## src/rtl/host_message_handler_pkg.sv

```systemverilog
// Shared constants, state encoding and helpers for the host message handler.
// Message byte values are part of the host protocol and must match the host software.
package host_message_handler_pkg;

  localparam logic [7:0] START_DECODING_MSG      = 8'h01;
  localparam logic [7:0] MEASUREMENT_DATA_HEADER = 8'h02;

  // Result message: iteration count, cycle count high byte, cycle count low byte.
  localparam int unsigned TX_BYTES = 3;

  typedef enum logic [2:0] {
    IDLE,
    WAIT_HEADER,
    RX_MEAS,
    START,
    DECODE,
    TX
  } state_t;

  function automatic logic [15:0] sat_inc16(input logic [15:0] value);
    return (value == 16'hFFFF) ? value : value + 16'd1;
  endfunction

endpackage

```

## src/rtl/host_message_handler.sv

```systemverilog
// Host-side protocol engine: receives a syndrome frame, kicks the decoder core,
// then returns iteration count and decode cycle count as a 3-byte message.
module host_message_handler
  import host_message_handler_pkg::*;
#(
  parameter int GRID_WIDTH_X = 4,
  parameter int GRID_WIDTH_Z = 1,
  parameter int GRID_WIDTH_U = 3,
  localparam int BYTES_PER_ROUND      = (GRID_WIDTH_X * GRID_WIDTH_Z + 7) / 8,
  localparam int ALIGNED_PU_PER_ROUND = 8 * BYTES_PER_ROUND
) (
  input  logic                                         clk,
  input  logic                                         reset,
  input  logic [7:0]                                   input_data,
  input  logic                                         input_valid,
  output logic                                         input_ready,
  output logic [7:0]                                   output_data,
  output logic                                         output_valid,
  input  logic                                         output_ready,
  output logic [ALIGNED_PU_PER_ROUND*GRID_WIDTH_U-1:0] measurements,
  output logic                                         start_decoding,
  input  logic                                         result_valid,
  input  logic [7:0]                                   iteration_count,
  output logic                                         protocol_error
);

  localparam int unsigned TOTAL_BYTES = BYTES_PER_ROUND * GRID_WIDTH_U;
  localparam int unsigned CNT_W       = (TOTAL_BYTES > 1) ? $clog2(TOTAL_BYTES) : 1;
  localparam logic [CNT_W-1:0] LAST_BYTE = CNT_W'(TOTAL_BYTES - 1);
  localparam logic [1:0]       LAST_TX   = 2'(TX_BYTES - 1);
  localparam int unsigned MEAS_W = ALIGNED_PU_PER_ROUND * GRID_WIDTH_U;

  state_t            state;
  state_t            state_next;
  logic [CNT_W-1:0]  byte_cnt;
  logic [15:0]       cycle_cnt;
  logic [7:0]        iter_q;
  logic [1:0]        tx_idx;
  logic [MEAS_W-1:0] meas_q;
  logic              fire_in;

  assign measurements = meas_q;
  assign fire_in      = input_valid & input_ready;

  always_ff @(posedge clk) begin
    if (reset) begin
      state <= IDLE;
    end else begin
      state <= state_next;
    end
  end

  always_ff @(posedge clk) begin
    if (reset) begin
      byte_cnt  <= '0;
      cycle_cnt <= '0;
      iter_q    <= '0;
      tx_idx    <= '0;
      meas_q    <= '0;
    end else begin
      case (state)
        WAIT_HEADER: begin
          if (fire_in && input_data == MEASUREMENT_DATA_HEADER) begin
            meas_q   <= '0;
            byte_cnt <= '0;
          end
        end
        RX_MEAS: begin
          if (fire_in) begin
            for (int unsigned i = 0; i < TOTAL_BYTES; i++) begin
              if (byte_cnt == CNT_W'(i)) begin
                meas_q[8*i +: 8] <= input_data;
              end
            end
            // Counter parks on the last byte; the header clears it for the next frame.
            if (byte_cnt != LAST_BYTE) begin
              byte_cnt <= byte_cnt + 1'b1;
            end
          end
        end
        START: begin
          cycle_cnt <= '0;
          tx_idx    <= '0;
        end
        DECODE: begin
          // The completion cycle itself is included in the reported total.
          cycle_cnt <= sat_inc16(cycle_cnt);
          if (result_valid) begin
            iter_q <= iteration_count;
          end
        end
        TX: begin
          if (output_ready) begin
            tx_idx <= tx_idx + 1'b1;
          end
        end
        default: ;
      endcase
    end
  end

  always_comb begin
    state_next     = state;
    input_ready    = 1'b0;
    output_valid   = 1'b0;
    output_data    = '0;
    start_decoding = 1'b0;
    protocol_error = 1'b0;
    case (state)
      IDLE: begin
        input_ready = 1'b1;
        if (input_valid) begin
          if (input_data == START_DECODING_MSG) begin
            state_next = WAIT_HEADER;
          end else begin
            protocol_error = 1'b1;
          end
        end
      end
      WAIT_HEADER: begin
        input_ready = 1'b1;
        if (input_valid) begin
          if (input_data == MEASUREMENT_DATA_HEADER) begin
            state_next = RX_MEAS;
          end else if (input_data != START_DECODING_MSG) begin
            protocol_error = 1'b1;
          end
        end
      end
      RX_MEAS: begin
        input_ready = 1'b1;
        if (input_valid && byte_cnt == LAST_BYTE) begin
          state_next = START;
        end
      end
      START: begin
        start_decoding = 1'b1;
        state_next     = DECODE;
      end
      DECODE: begin
        if (result_valid) begin
          state_next = TX;
        end
      end
      TX: begin
        output_valid = 1'b1;
        case (tx_idx)
          2'd0:    output_data = iter_q;
          2'd1:    output_data = cycle_cnt[15:8];
          default: output_data = cycle_cnt[7:0];
        endcase
        if (output_ready && tx_idx == LAST_TX) begin
          state_next = WAIT_HEADER;
        end
      end
      default: state_next = IDLE;
    endcase
    // Handshake outputs are forced quiet for the whole reset window, not just after the first edge.
    if (reset) begin
      input_ready    = 1'b0;
      output_valid   = 1'b0;
      output_data    = '0;
      start_decoding = 1'b0;
      protocol_error = 1'b0;
    end
  end

endmodule

```

## config.mk

```make
export PLATFORM = sky130hd
export DESIGN_NAME = host_message_handler
export DESIGN_NICKNAME = d
export VERILOG_FILES = /design/src/rtl/host_message_handler_pkg.sv /design/src/rtl/host_message_handler.sv
export SDC_FILE = /design/constraint.sdc
export NUM_CORES = 1
export LEC_CHECK = 0
export CORE_MARGIN = 1.5
export CORE_UTILIZATION = 45
export DETAILED_ROUTE_END_ITERATION = 10
export PLACE_DENSITY = 0.68
export SLEW_MARGIN = 40
export SYNTH_ARGS = -nofsm -noshare
export SYNTH_HDL_FRONTEND = slang
export SYNTH_SLANG_ARGS = --single-unit
export TNS_END_PERCENT = 20
```

## constraint.sdc

```tcl
create_clock -name clk -period 2.59 [get_ports clk]
set_input_delay 0.259 -clock clk [delete_from_list [all_inputs] [get_ports clk]]
set_output_delay 0.259 -clock clk [all_outputs]
set_load 0.01 [all_outputs]
```

# ---- Yosys cells after proc, flatten, opt, wreduce, memory -nomap -nowiden
# Cells that the tools add are included.
dict set report totals {
  output_inout_bits 36
  reg_bits 55
  wordCells 97
  in_bits 21
}
dict set report classes {
  bitwise 1
  n_eq_ne 29
  reduce_logical 18
  addsub 3
  muxes 38
}
# operator count
set ops {}
lappend ops {{$mux 24} 2}
lappend ops {{$pmux 24 s2} 1}
lappend ops {{$mux 8} 5}
lappend ops {{$ne 2x2->1 const B} 16}
lappend ops {{$pmux 16 s2} 1}
lappend ops {{$mux 3} 7}
lappend ops {{$pmux 3 s6} 1}
lappend ops {{$add 16x1->16 const B} 1}
lappend ops {{$eq 16x16->1 const B} 1}
lappend ops {{$mux 16} 1}
lappend ops {{$pmux 8 s2} 1}
lappend ops {{$reduce_and 4->1} 4}
lappend ops {{$mux 1} 12}
lappend ops {{$eq 8x1->1 const B} 1}
lappend ops {{$eq 8x2->1 const B} 1}
lappend ops {{$mux 2} 4}
lappend ops {{$ne 8x1->1 const B} 1}
lappend ops {{$pmux 2 s2} 2}
lappend ops {{$reduce_and 7->1} 1}
lappend ops {{$eq 3x2->1 const B} 2}
lappend ops {{$eq 3x3->1 const B} 2}
lappend ops {{$reduce_and 2->1} 3}
lappend ops {{$reduce_bool 2->1} 3}
lappend ops {{$add 2x1->2 const B} 2}
lappend ops {{other kinds (9)} 14}

# ---- Logic depth before layout (Yosys ltp)
dict set report logic_depth {
  ltp_word 8
  ltp_mapped 7
  depth_no_buf 6
}

# ---- Worst setup path after synthesis
# Ideal clock, no wire load.
dict set report synth_path {
  kind {register -> register}
  from {register state[0]}
  to {register cycle_cnt[14]}
  arrival_ns 1.730
  path_buffers 2
  synth_period_minus_slack_ns 1.801
  setup_ns 0.071
  t_required_ns 2.519
  slack_ns 0.789
  path_stages_with_launch 7
  cell_sequence {dfxtp_1 > buf_6 > or3b_1 > or2_1 > buf_6 > or4_1 > a21oi_1}
}
dict set report synth_between {
  elab_chain_cells 3
  elab_cells_between_ends 6
  cone_classes {3 x eq/ne; 1 x mux; 2 x reduce/logical}
}
# element line_no
set synth_lines {}
lappend synth_lines {{start: declaration} host_message_handler.sv:33} ;# state_t state;
lappend synth_lines {{start signal: assignment} host_message_handler.sv:49} ;# state <= state_next;
lappend synth_lines {{$eq 3x3->1 / $eq 3x2->1 (equally long branches)} host_message_handler.sv:61} ;# case (state)
lappend synth_lines {{$ne 2x2->1 (no line) / $reduce_bool 2->1 (equally long branches)} -}
lappend synth_lines {{$reduce_and 2->1 (no line)} -}
lappend synth_lines {{end signal: assignment} host_message_handler.sv:87} ;# cycle_cnt <= sat_inc16(cycle_cnt);
lappend synth_lines {{end: declaration} host_message_handler.sv:36} ;# logic [15:0] cycle_cnt;
# Parallel ways exist; a longest one is shown, timed or not.
# A chain may end at the register's enable or synchronous reset.

# ---- Worst setup path after layout
dict set report layout_path {
  from {register state[2]}
  to {output port output_data[6]}
}
dict set report layout_between {
  elab_chain_cells 3
}
# element line_no
set layout_lines {}
lappend layout_lines {{$eq 3x3->1} host_message_handler.sv:109} ;# case (state)
lappend layout_lines {{$mux 8} host_message_handler.sv:109}
lappend layout_lines {{$mux 8} host_message_handler.sv:159} ;# if (reset) begin
lappend layout_lines {{end: declaration} host_message_handler.sv:17} ;# output logic [7:0] output_data,
# No other way between the ends.

==> impl_results.md <==
- Final min period: ~2.4 ns
- DP HPWL: ~5700 um
- Total CTS buffers: 5
- CTS Buffer Depth: 2
- Root buf cell: clkbuf_8
- Cell Area, Synth: 0.002828 sq mm
- WHS Path Cells: 2
- Pwr Density: 549.9 mW/mm^2
- Min-delay src: iter_q[2]$_SDFFE_PP0P_
- Logic gate share of total power: 0.261
- Site row count: 28
- Worst hold path type: flop to flop
- Max Clk Rate: 0.4134 GHz
- Final hold slack: 0.4640 ns
- Top delay family on crit path: simple AND/OR/NAND/NOR gates
- Internal Power: 1.379 mW
- Asr flop ratio synth: 0
- Critical path type: flop to output pin
- WP buf/inv: 1
- Setup_tns: 0 ns
- Clock power share: 0.268
- DRC viols: 0
- CTS sink cnt: 55
- Total power: 2.024 mW
- Leakage power: around 1.2 nW
- Worst-path maximum fanout: 10
- Final setup fails: 0
- Worst Reg-to-Reg Cells: 6
- First-pass GRT wire length: 12250 um
- Syn Nets: 359
- RR Endpoint: measurements[19]$_SDFFE_PP0P_
- Die area: 0.006768 sq mm
- Grt total ovfl: 0
- Ports: between 50 and 60
- Area occupied by multi-input gates: 0.001607 sq mm
- CP endpoint kind: output pin
- Post-CTS Setup Bufs: 0
- DR vias: 2779
- Rel. slew slack: 0.6050
- Gr usage total: 0.2337
- Die height: ~80 um
- Layout Nets: between 400 and 500
- Antenna Diode Count: 0
- Worst path required time: around 2.3 ns
- Synth unique cells: 55
- Fin crit share: 0.9339
- Slowest CP cell: clkdlybuf4s50_1
- Worst reg2reg setup slack: ~0.48 ns
- Synthesis Warnings: 0
- # hold bufs at CTS: 0
- Gate Count Post-Synth: 331
- Largest net degree at the start of global routing: 25
- Skew-Pair Late Insertion Delay: 0.32 ns
- #FFs+latches synth: 55
- Antenna viol nets, final: 0
- Final wirelength: 7766 um
- CTS H-tree lvls: 2
- FF+latch area: 0.001101 sq mm
- Mean Syn Cell Area: 8.543 sq um
- Final instance area: 0.003680 sq mm
- Max stage delay on crit path: between 0.5 and 0.6 ns
- Critical Path Source Type: flop
- Cell Chain, Critical Path: nor2b_1 > nand3_2 > a21oi_1 > clkdlybuf4s50_1
- Max Cap Violations: 0
- Post-synth EDFFs: 0
- Status: finished clean
- Sequential share of the synthesized area: 0.3894
- Reg power frac: 0.471
- Fraction of layout cells with a size suffix above 1: 0.1078
- Vias in the first global route: 2499
- Pins Over Slew Limit: 0
- Sw Share: 0.3185
- Final core occ: 0.6142
- Clock tree from TritonCTS: built
- Clock Pin Slew Worst Setup and Hold Paths: approximately 0.11 ns
- R2r startpoint: state[0]$_SDFFE_PP0P_
- Initial Utilization: 0.4720
- Area grow syn2layout: 30.13%
- Final GP Congestion: between 0.8 and 0.9
- FILL cells: 527
- Antenna violations before repair: 0
- Core Area: 0.005991 sq mm
- RSZ-0062 raised after global routing: no
- Worst Tran Pin Value: 0.5903 ns
- Pre-antenna DRT Iters: 4
- Final hold vios: 0
- Input/output buffers: 56
- Switching power: 0.6446 mW
- Post-DP Area: ~0.0036 sq mm
- Peak supply drop: 0.0002975 V
- Wire per inst: 16.38 um
- Arr. time, crit path: 2.16 ns
- Most used flip-flop cell after synthesis: dfxtp_1
- Die width: 82.27 um
- Endpoint, Worst Hold: iter_q[2]$_SDFFE_PP0P_
- Worst Skew: 0.01088 ns
- Via density: 5.863
- Iteration-0 DRC count of the detailed router: 207
-- cell families after synthesis --
family / after synthesis / share of synthesized area
adder cells (fa/ha/maj): 7 / 0.03097
AND/OR/NAND/NOR: 126 / 0.2341
multiplexers: 8 / 0.02920
AO/OA/AOI/OAI: 105 / 0.2664
buffers and inverters: 29 / 0.04690
XOR/XNOR: 1 / 0.003098
flip-flops: 55 / 0.3894
-- state kept, by name, indices dropped and copies added (netlist names) --
| signal | cells |
|---|---|
| measurements | 24 |
| cycle_cnt | 16 |
| iter_q | 8 |
| state | 3 |
| byte_cnt | 2 |
| tx_idx | 2 |
-- power by group through the flow --
stage | combinational (mW) | clock [mW] | sequential [mW]
3_3_place_gp | 0.521 | 0 | 0.970
5_1_grt | 0.574 | 0.569 | 0.961
2_1_floorplan | 0.358 | 0 | 0.931
4_1_cts | 0.524 | 0.542 | 0.950
6_report | 0.528 | 0.543 | 0.952
3_5_place_dp | 0.521 | 0 | 0.968
-- through the flow --
stage | setup WS [ns] | instances
after floorplan | 0.7886 | 331
after CTS | 0.05654 | 474
after detailed placement | 0.2614 | 466
after global routing | 0.04909 | 474
final | 0.1711 | 474
after global placement | 0.3235 | 466
-- final cells by class --
type	count	area share
Inverter	9	0.009181
Tap cell	75	0.02550
Clock buffer	7	0.02618
Sequential cell	55	0.2992
Timing Repair Buffer	80	0.2013
Multi-Input combinational cell	247	0.4366
Clock inverter	1	0.002040
-- worst register-to-register path, cell delays in order, from the launching register on --
cell and delay, ns:
dfxtp_1 0.47, buf_4 0.23, nor3b_1 0.23, buf_4 0.24, nand2_1 0.20, a31oi_2 0.49
a22o_1 0.21
-- how the worst max path moves through the flow --
| stage | from | endpoint | depth (start not counted) |
|---|---|---|---|
| 2_1_floorplan | state[0]$_SDFFE_PP0P_ | cycle_cnt[14]$_SDFFE_PP0P_ | 6 |
| 3_3_place_gp | input_data[6] | measurements[12]$_SDFFE_PP0P_ | 5 |
| 3_5_place_dp | input_data[6] | measurements[15]$_SDFFE_PP0P_ | 5 |
| 4_1_cts | state[2]$_SDFFE_PP0P_ | output_data[6] | 4 |
| 5_1_grt | state[2]$_SDFFE_PP0P_ | output_data[4] | 4 |
| 6_report | state[2]$_SDFFE_PP0P_ | output_data[6] | 4 |
-- synthesized netlist by cell type, drive strengths merged (2+ instances only) --
master / n / area share
nand3: 15 / 0.027
o41ai: 2 / 0.0062
nand2: 52 / 0.069
dfxtp: 55 / 0.39
inv: 8 / 0.011
a211oi: 5 / 0.013
and3: 2 / 0.0044
or3b: 2 / 0.0062
a22o: 7 / 0.022
nand3b: 2 / 0.0053
mux2: 2 / 0.0080
a31oi: 3 / 0.0088
mux2i: 6 / 0.021
or3: 4 / 0.0088
nor3b: 4 / 0.012
a41oi: 2 / 0.0062
clkbuf: 12 / 0.016
o21ai: 13 / 0.026
and4: 2 / 0.0062
o311ai: 2 / 0.0062
nand2b: 3 / 0.0066
and2: 6 / 0.013
nor2b: 3 / 0.0066
a32o: 9 / 0.032
o21a: 4 / 0.011
a21oi: 28 / 0.050
o31ai: 7 / 0.019
nor3: 6 / 0.011
ha: 7 / 0.031
nor2: 10 / 0.013
or4: 6 / 0.016
buf: 8 / 0.019
a22oi: 8 / 0.021
nor4: 4 / 0.014
o2111ai: 10 / 0.031
-- cell usage in the layout (no fill, tap or decap), types with 5 or more instances in the layout --
cell type and count:
a211oi_1 5, a21oi_1 28, a22o_1 7, a22oi_1 8, a32o_1 9, and2_1 6
buf_4 24, clkbuf_8 7, clkdlybuf4s50_1 56, dfxtp_1 55, ha_1 7, inv_1 8
mux2i_1 6, nand2_1 52, nand3_1 14, nor2_1 9, nor3_1 6, o2111ai_1 10
o21ai_0 11, o31ai_1 7, or4_1 6
-- per-layer routing --
| layer | GRT usage | share of wire | vias to the layer above |
|---|---|---|---|
| met5 | 0 | 0 | - |
| met4 | 0.07288 | 0.012 | 0 |
| met3 | 0.03736 | 0.061 | 9 |
| met2 | 0.3764 | 0.45 | 78 |
| met1 | 0.3185 | 0.48 | 1312 |
| li1 | - | - | 1380 |
-- what timing repair did --
action                     CTS  global route
gates resized for setup      1             2
pin swaps                    0             0
setup endpoints to repair    1             7
(Power assumes the default switching activity.)
